`src/rtl/ni_local_port.sv`:
```
// Core-side network interface for the router's local port: an injection FIFO feeding a
// send/wait/check retry FSM, and a dual-write ejection FIFO drained through valid/ready.
module ni_local_port #(
  parameter int unsigned INJ_DEPTH = 4,
  parameter int unsigned EJ_DEPTH  = 8,
  parameter int unsigned RETRY_W   = 8,
  parameter int unsigned FLIT_W    = 32
) (
  input  logic              clk,
  input  logic              n_rst,
  input  logic              core_inj_vld,
  output logic              core_inj_rdy,
  input  logic [FLIT_W-1:0] core_inj_flit,
  output logic              core_ej_vld,
  input  logic              core_ej_rdy,
  output logic [FLIT_W-1:0] core_ej_flit,
  output logic [FLIT_W-1:0] rtr_din_l,
  input  logic              rtr_inj_gnt,
  input  logic [FLIT_W-1:0] rtr_dout_l_1,
  input  logic [FLIT_W-1:0] rtr_dout_l_2,
  output logic              ej_overflow,
  output logic [RETRY_W-1:0] inj_retry_cnt
);

  // Flit valid flag lives in the MSB of the extended flit.
  localparam int unsigned VldBit = FLIT_W - 1;
  localparam int unsigned InjAw  = $clog2(INJ_DEPTH);
  localparam int unsigned InjCw  = InjAw + 1;
  localparam int unsigned EjAw   = $clog2(EJ_DEPTH);
  localparam int unsigned EjCw   = EjAw + 1;
  localparam logic [InjCw-1:0] InjDepthC = InjCw'(INJ_DEPTH);
  localparam logic [EjCw-1:0]  EjDepthC  = EjCw'(EJ_DEPTH);

  typedef enum logic [1:0] {StIdle, StSend, StWait, StCheck} inj_state_e;

  // ---------------------------------------------------------------------------
  // Injection FIFO
  // ---------------------------------------------------------------------------
  logic [FLIT_W-1:0] inj_mem [INJ_DEPTH];
  logic [InjAw-1:0]  inj_wr_q, inj_wr_d, inj_rd_q, inj_rd_d;
  logic [InjCw-1:0]  inj_cnt_q, inj_cnt_d;
  logic              inj_push, inj_pop;
  logic [FLIT_W-1:0] inj_head;

  inj_state_e         state_q, state_d;
  logic [FLIT_W-1:0]  din_q, din_d;
  logic [RETRY_W-1:0] retry_q, retry_d;

  // Held low throughout reset, not just while the FIFO is full.
  assign core_inj_rdy = n_rst && (inj_cnt_q != InjDepthC);
  assign inj_push     = core_inj_vld && core_inj_rdy;
  assign inj_pop      = (state_q == StCheck) && rtr_inj_gnt;
  assign inj_head     = inj_mem[inj_rd_q];

  always_comb begin
    inj_wr_d  = inj_wr_q;
    inj_rd_d  = inj_rd_q;
    inj_cnt_d = inj_cnt_q + InjCw'(inj_push) - InjCw'(inj_pop);
    if (inj_push) inj_wr_d = inj_wr_q + InjAw'(1);
    if (inj_pop)  inj_rd_d = inj_rd_q + InjAw'(1);
  end

  always_ff @(posedge clk) begin
    if (inj_push) inj_mem[inj_wr_q] <= core_inj_flit;
  end

  always_ff @(posedge clk or negedge n_rst) begin
    if (!n_rst) begin
      inj_wr_q  <= '0;
      inj_rd_q  <= '0;
      inj_cnt_q <= '0;
    end else begin
      inj_wr_q  <= inj_wr_d;
      inj_rd_q  <= inj_rd_d;
      inj_cnt_q <= inj_cnt_d;
    end
  end

  // ---------------------------------------------------------------------------
  // Injection FSM: state register / next state / outputs
  // ---------------------------------------------------------------------------
  always_ff @(posedge clk or negedge n_rst) begin
    if (!n_rst) begin
      state_q <= StIdle;
      din_q   <= '0;
      retry_q <= '0;
    end else begin
      state_q <= state_d;
      din_q   <= din_d;
      retry_q <= retry_d;
    end
  end

  always_comb begin
    state_d = state_q;
    unique case (state_q)
      StIdle:  if (inj_cnt_q != '0) state_d = StSend;
      StSend:  state_d = StWait;
      StWait:  state_d = StCheck;
      StCheck: state_d = rtr_inj_gnt ? StIdle : StSend;
      default: state_d = StIdle;
    endcase
  end

  // The head cannot change between entering SEND and its grant, so it is safe
  // to register it on the transition into SEND.
  always_comb begin
    din_d   = '0;
    retry_d = retry_q;
    if (state_d == StSend) begin
      din_d         = inj_head;
      din_d[VldBit] = 1'b1;
    end
    if (state_q == StCheck) begin
      if (rtr_inj_gnt)      retry_d = '0;
      else if (retry_q != '1) retry_d = retry_q + RETRY_W'(1);
    end
  end

  assign rtr_din_l     = din_q;
  assign inj_retry_cnt = retry_q;

  // ---------------------------------------------------------------------------
  // Ejection FIFO: up to two writes per cycle, one read
  // ---------------------------------------------------------------------------
  logic [FLIT_W-1:0] ej_mem [EJ_DEPTH];
  logic [EjAw-1:0]   ej_wr_q, ej_wr_d, ej_rd_q, ej_rd_d, ej_wr2_addr;
  logic [EjCw-1:0]   ej_cnt_q, ej_cnt_d, ej_space;
  logic              ej_w1, ej_w2, ej_drop, ej_pop;
  logic              ovf_q, ovf_d;

  // Space excludes this cycle's pop: the router cannot be stalled, so a write
  // is only accepted into a slot that is already free.
  assign ej_space    = EjDepthC - ej_cnt_q;
  assign ej_w1       = rtr_dout_l_1[VldBit] && (ej_space != '0);
  assign ej_w2       = rtr_dout_l_2[VldBit] && (ej_space > EjCw'(ej_w1));
  assign ej_drop     = (rtr_dout_l_1[VldBit] && !ej_w1) || (rtr_dout_l_2[VldBit] && !ej_w2);
  assign ej_wr2_addr = ej_w1 ? ej_wr_q + EjAw'(1) : ej_wr_q;
  assign ej_pop      = core_ej_vld && core_ej_rdy;

  always_comb begin
    ej_rd_d  = ej_rd_q;
    ej_wr_d  = ej_wr_q + EjAw'(ej_w1) + EjAw'(ej_w2);
    ej_cnt_d = ej_cnt_q + EjCw'(ej_w1) + EjCw'(ej_w2) - EjCw'(ej_pop);
    ovf_d    = ovf_q || ej_drop;
    if (ej_pop) ej_rd_d = ej_rd_q + EjAw'(1);
  end

  always_ff @(posedge clk) begin
    if (ej_w1) ej_mem[ej_wr_q]     <= rtr_dout_l_1;
    if (ej_w2) ej_mem[ej_wr2_addr] <= rtr_dout_l_2;
  end

  always_ff @(posedge clk or negedge n_rst) begin
    if (!n_rst) begin
      ej_wr_q  <= '0;
      ej_rd_q  <= '0;
      ej_cnt_q <= '0;
      ovf_q    <= 1'b0;
    end else begin
      ej_wr_q  <= ej_wr_d;
      ej_rd_q  <= ej_rd_d;
      ej_cnt_q <= ej_cnt_d;
      ovf_q    <= ovf_d;
    end
  end

  assign core_ej_vld  = (ej_cnt_q != '0);
  assign core_ej_flit = ej_mem[ej_rd_q];
  assign ej_overflow  = ovf_q;

endmodule

```
`config.mk`:
```
export PLATFORM = sky130hd
export DESIGN_NAME = ni_local_port
export DESIGN_NICKNAME = d
export VERILOG_FILES = /design/src/rtl/ni_local_port.sv
export SDC_FILE = /design/constraint.sdc
export NUM_CORES = 1
export LEC_CHECK = 0
export ABC_AREA = 1
export CAP_MARGIN = 40
export CORE_ASPECT_RATIO = 0.5
export CORE_MARGIN = 2
export CORE_UTILIZATION = 53
export CTS_CLUSTER_SIZE = 25
export DETAILED_ROUTE_END_ITERATION = 12
export PLACE_DENSITY = 0.77
export SLEW_MARGIN = 20
export SYNTH_ARGS = -nofsm -noshare
export SYNTH_HDL_FRONTEND = slang
export SYNTH_SLANG_ARGS = --single-unit
export TNS_END_PERCENT = 30
```
`constraint.sdc`:
```
create_clock -name clk -period 4 [get_ports clk]
set_input_delay 0.8 -clock clk [delete_from_list [all_inputs] [get_ports clk]]
set_output_delay 0.8 -clock clk [all_outputs]
set_load 0.05 [all_outputs]
```
==> results_dict.tcl <==
set metrics [dict create \
    grt_max_degree 64 \
    ir_worst_vdd_mv 0.5216 \
    hold_violations 0 \
    clkSlewWorstSetupHoldPaths_ns 0.07 \
    first_iter_violations 1851 \
    pin_count 176 \
    gp_congestion 0.8337 \
    syn_area_sq_mm 0.02090 \
    status "completed" \
    grt_overflow 0 \
    root_buffer "clkbuf_16" \
    ys_ff_latch 440 \
    antenna_left 0 \
    drt_wl_total_mm 55.36 \
    grt_antenna_before_repair 1 \
    grt_pass1_vias 15717 \
    path_max_fanout 31 \
    die_w_um 284.9 \
    avgSynthCellArea_sq_um 9.467 \
    postCtsSetupBuffers 0 \
    cts_sinks 440 \
    clk_latency_ns 0.56 \
    placed_cells 2803 \
    numCtsBuffers 40 \
    slew_viol_final 0 \
    post-route-period-util_pct 93.06 \
    core_area_sq_mm 0.03886 \
    yosys_warnings 0 \
    clockBufferDepth 3 \
    yosys.cell_types.count 36 \
    start_kind "flip-flop" \
    portBuffers 174 \
    tns_ns 0 \
    drc 0 \
    rows 51 \
    drt-wirelength-per-cell_um 19.24 \
    synth_cells 2208 \
    first_pass_iters 6 \
    initial_core_util_pct 53.79 \
    hpwl_mm 32.89 \
    die_h_um 144.4 \
    post-route-min-period_ns 3.722 \
    clock.fmax_ghz 0.2687 \
    worst-setup-path-type "reg2out" \
    crit_arrival_ns 2.92 \
    routed_via_density 5.740 \
    p_leak_nw 9.378 \
    reg2reg_slack_ns 0.30 \
    cts.htree.levels 2 \
    synthTopCellsByArea "edfxtp_1 (55%), nand2_1 (9.8%), o21ai_0 (7.6%), dfrtp_1 (7.2%), nor2_1 (6.8%)" \
    power.density_mw_per_mm2 817.2 \
    area_delta_synth_final_pct 16.52 \
    die_area_sq_mm 0.04114 \
    worst_slew_pin_slew_ns 0.7873 \
    fin_nets 2442 \
    final_util_pct 62.68 \
    rsz0062_at_grt "false" \
    setup_viol 0 \
    crit_required_ns 3.20 \
    cts_tree "done" \
    grt_use_total_pct 26.71 \
    syn_nets 2334 \
    clock_skew_ns 0.02063 \
    yosysTopAreaCell "edfxtp_1" \
    cap_violations 0 \
    final_cells 2878 \
    netlist.area_leader.share_pct 54.59 \
    vias 16519 \
    worst_slack_ns 0.2777 \
    ys_seq_area_share_pct 61.77 \
    dp_slack_ns 0.1240 \
    postCtsHoldBufs 0 \
    final_layout_size_suffix_gt1_share_pct 8.266 \
    hold_path_class "in2async" \
    relSlewSlack_pct 47.32 \
    crit_path_end_kind "output port" \
    hold_ws_ns 0.2326 \
    cts_resized 0 \
    grt_pass1_wl_mm 85.10 \
]
-- cell families (layout without fill, tap and decap cells) --
kind of cell	Yosys count	after routing	synth area share, %
compound gates	427	427	10.74
xor+xnor	11	11	0.4609
fa+ha+maj	25	25	1.640
buf+inv	228	367	4.705
flops	440	440	61.77
other cells	0	1	0
simple gates	1077	1077	20.68
-- critical path, stage by stage, from the launching register on --
cell and delay, ns:
dfrtp_2 0.41, inv_2 0.43, buf_4 0.48, nor2_1 0.10, o21ai_0 0.09, a31oi_1 0.12, clkdlybuf4s50_1 0.72
-- synth_stat cells, drive strengths merged --
| library cell | n |
|---|---|
| a211o | 1 |
| a21boi | 1 |
| a21oi | 38 |
| a31oi | 32 |
| buf | 67 |
| clkbuf | 110 |
| clkinv | 1 |
| dfrtp | 60 |
| edfxtp | 380 |
| fa | 4 |
| ha | 21 |
| inv | 50 |
| nand2 | 552 |
| nand3 | 140 |
| nand3b | 1 |
| nor2 | 383 |
| nor3 | 1 |
| o21ai | 319 |
| o221ai | 1 |
| o22ai | 32 |
| o31ai | 3 |
| xnor2 | 4 |
| xor2 | 7 |
-- layout by cell type (no fill, tap or decap), types with 3 or more instances in the layout --
cell,n
fa_1,4
edfxtp_1,380
clkbuf_16,41
xor2_1,7
o22ai_1,32
clkdlybuf4s50_1,144
buf_4,91
nand2_2,6
inv_1,44
a21oi_1,37
ha_1,21
buf_12,5
nor2_1,372
clkinv_2,13
dfrtp_1,57
a31oi_1,32
inv_2,4
nand2_1,544
o21ai_0,317
nor2_4,10
clkinv_1,8
clkbuf_1,7
inv_6,3
nand3_1,137
xnor2_1,4
-- report_power, final --
group          switching, mW  internal [mW]  total (mW)
Clock                   1.71           1.97        3.68
Combinational           6.88           2.54        9.42
Sequential             0.334           6.46        6.80
Total                   8.92           11.0        19.9
-- path summary, 6_finish.rpt --
check                                  startpoint                      end  cells past startpoint
max                        ej_rd_q[1]$_DFFE_PN0P_         core_ej_flit[30]                      6
min                                         n_rst  rtr_din_l[30]$_DFF_PN0_                      2
max reg2reg                 ej_cnt_q[1]$_DFF_PN0_  ej_mem[1][10]$_DFFE_PP_                     19
min reg2reg                inj_cnt_q[0]$_DFF_PN0_   inj_cnt_q[0]$_DFF_PN0_                      1
max in group asynchronous                   n_rst  inj_rd_q[0]$_DFFE_PN0P_                      3
min in group clk           inj_cnt_q[0]$_DFF_PN0_   inj_cnt_q[0]$_DFF_PN0_                      1
-- registers in the layout (all words and copies together) (netlist names) --
| register | flops |
|---|---|
| inj_mem | 124 |
| inj_retry_cnt | 8 |
| ej_overflow | 1 |
| rtr_din_l | 32 |
| ej_wr_q | 3 |
| inj_rd_q | 2 |
| ej_rd_q | 3 |
| inj_wr_q | 2 |
| ej_cnt_q | 4 |
| ej_mem | 256 |
| state_q | 2 |
| inj_cnt_q | 3 |
-- per-stage QoR --
| stage | instance area, sq um | total power, mW |
|---|---|---|
| 2_1_floorplan | 20900 | 13.08 |
| 3_3_place_gp | 23090 | 15.96 |
| 3_5_place_dp | 23110 | 16.20 |
| 4_1_cts | 24330 | 19.88 |
| 5_1_grt | 24350 | 20.93 |
| 6_report | 24360 | 19.90 |
-- metal layers --
layer | wire [um] | vias to the layer above | track usage, %
li1 | - | 7720 | -
met1 | 21570 | 7808 | 35.08
met2 | 26810 | 863 | 45.33
met3 | 5383 | 126 | 4.590
met4 | 1588 | 2 | 9.446
met5 | 12 | - | 0
-- area by class of cell --
cell class	count	area (sq um)
antenna	1	2.502
tap	530	663.1
multi-input combinational	1540	7088
clock buffer	49	1066
timing repair buffer	243	2272
fill	3014	14500
inverter	51	195.2
clock inverter	24	151.4
sequential	440	12920
No activity file was read; power rests on OpenSTA's default activity.
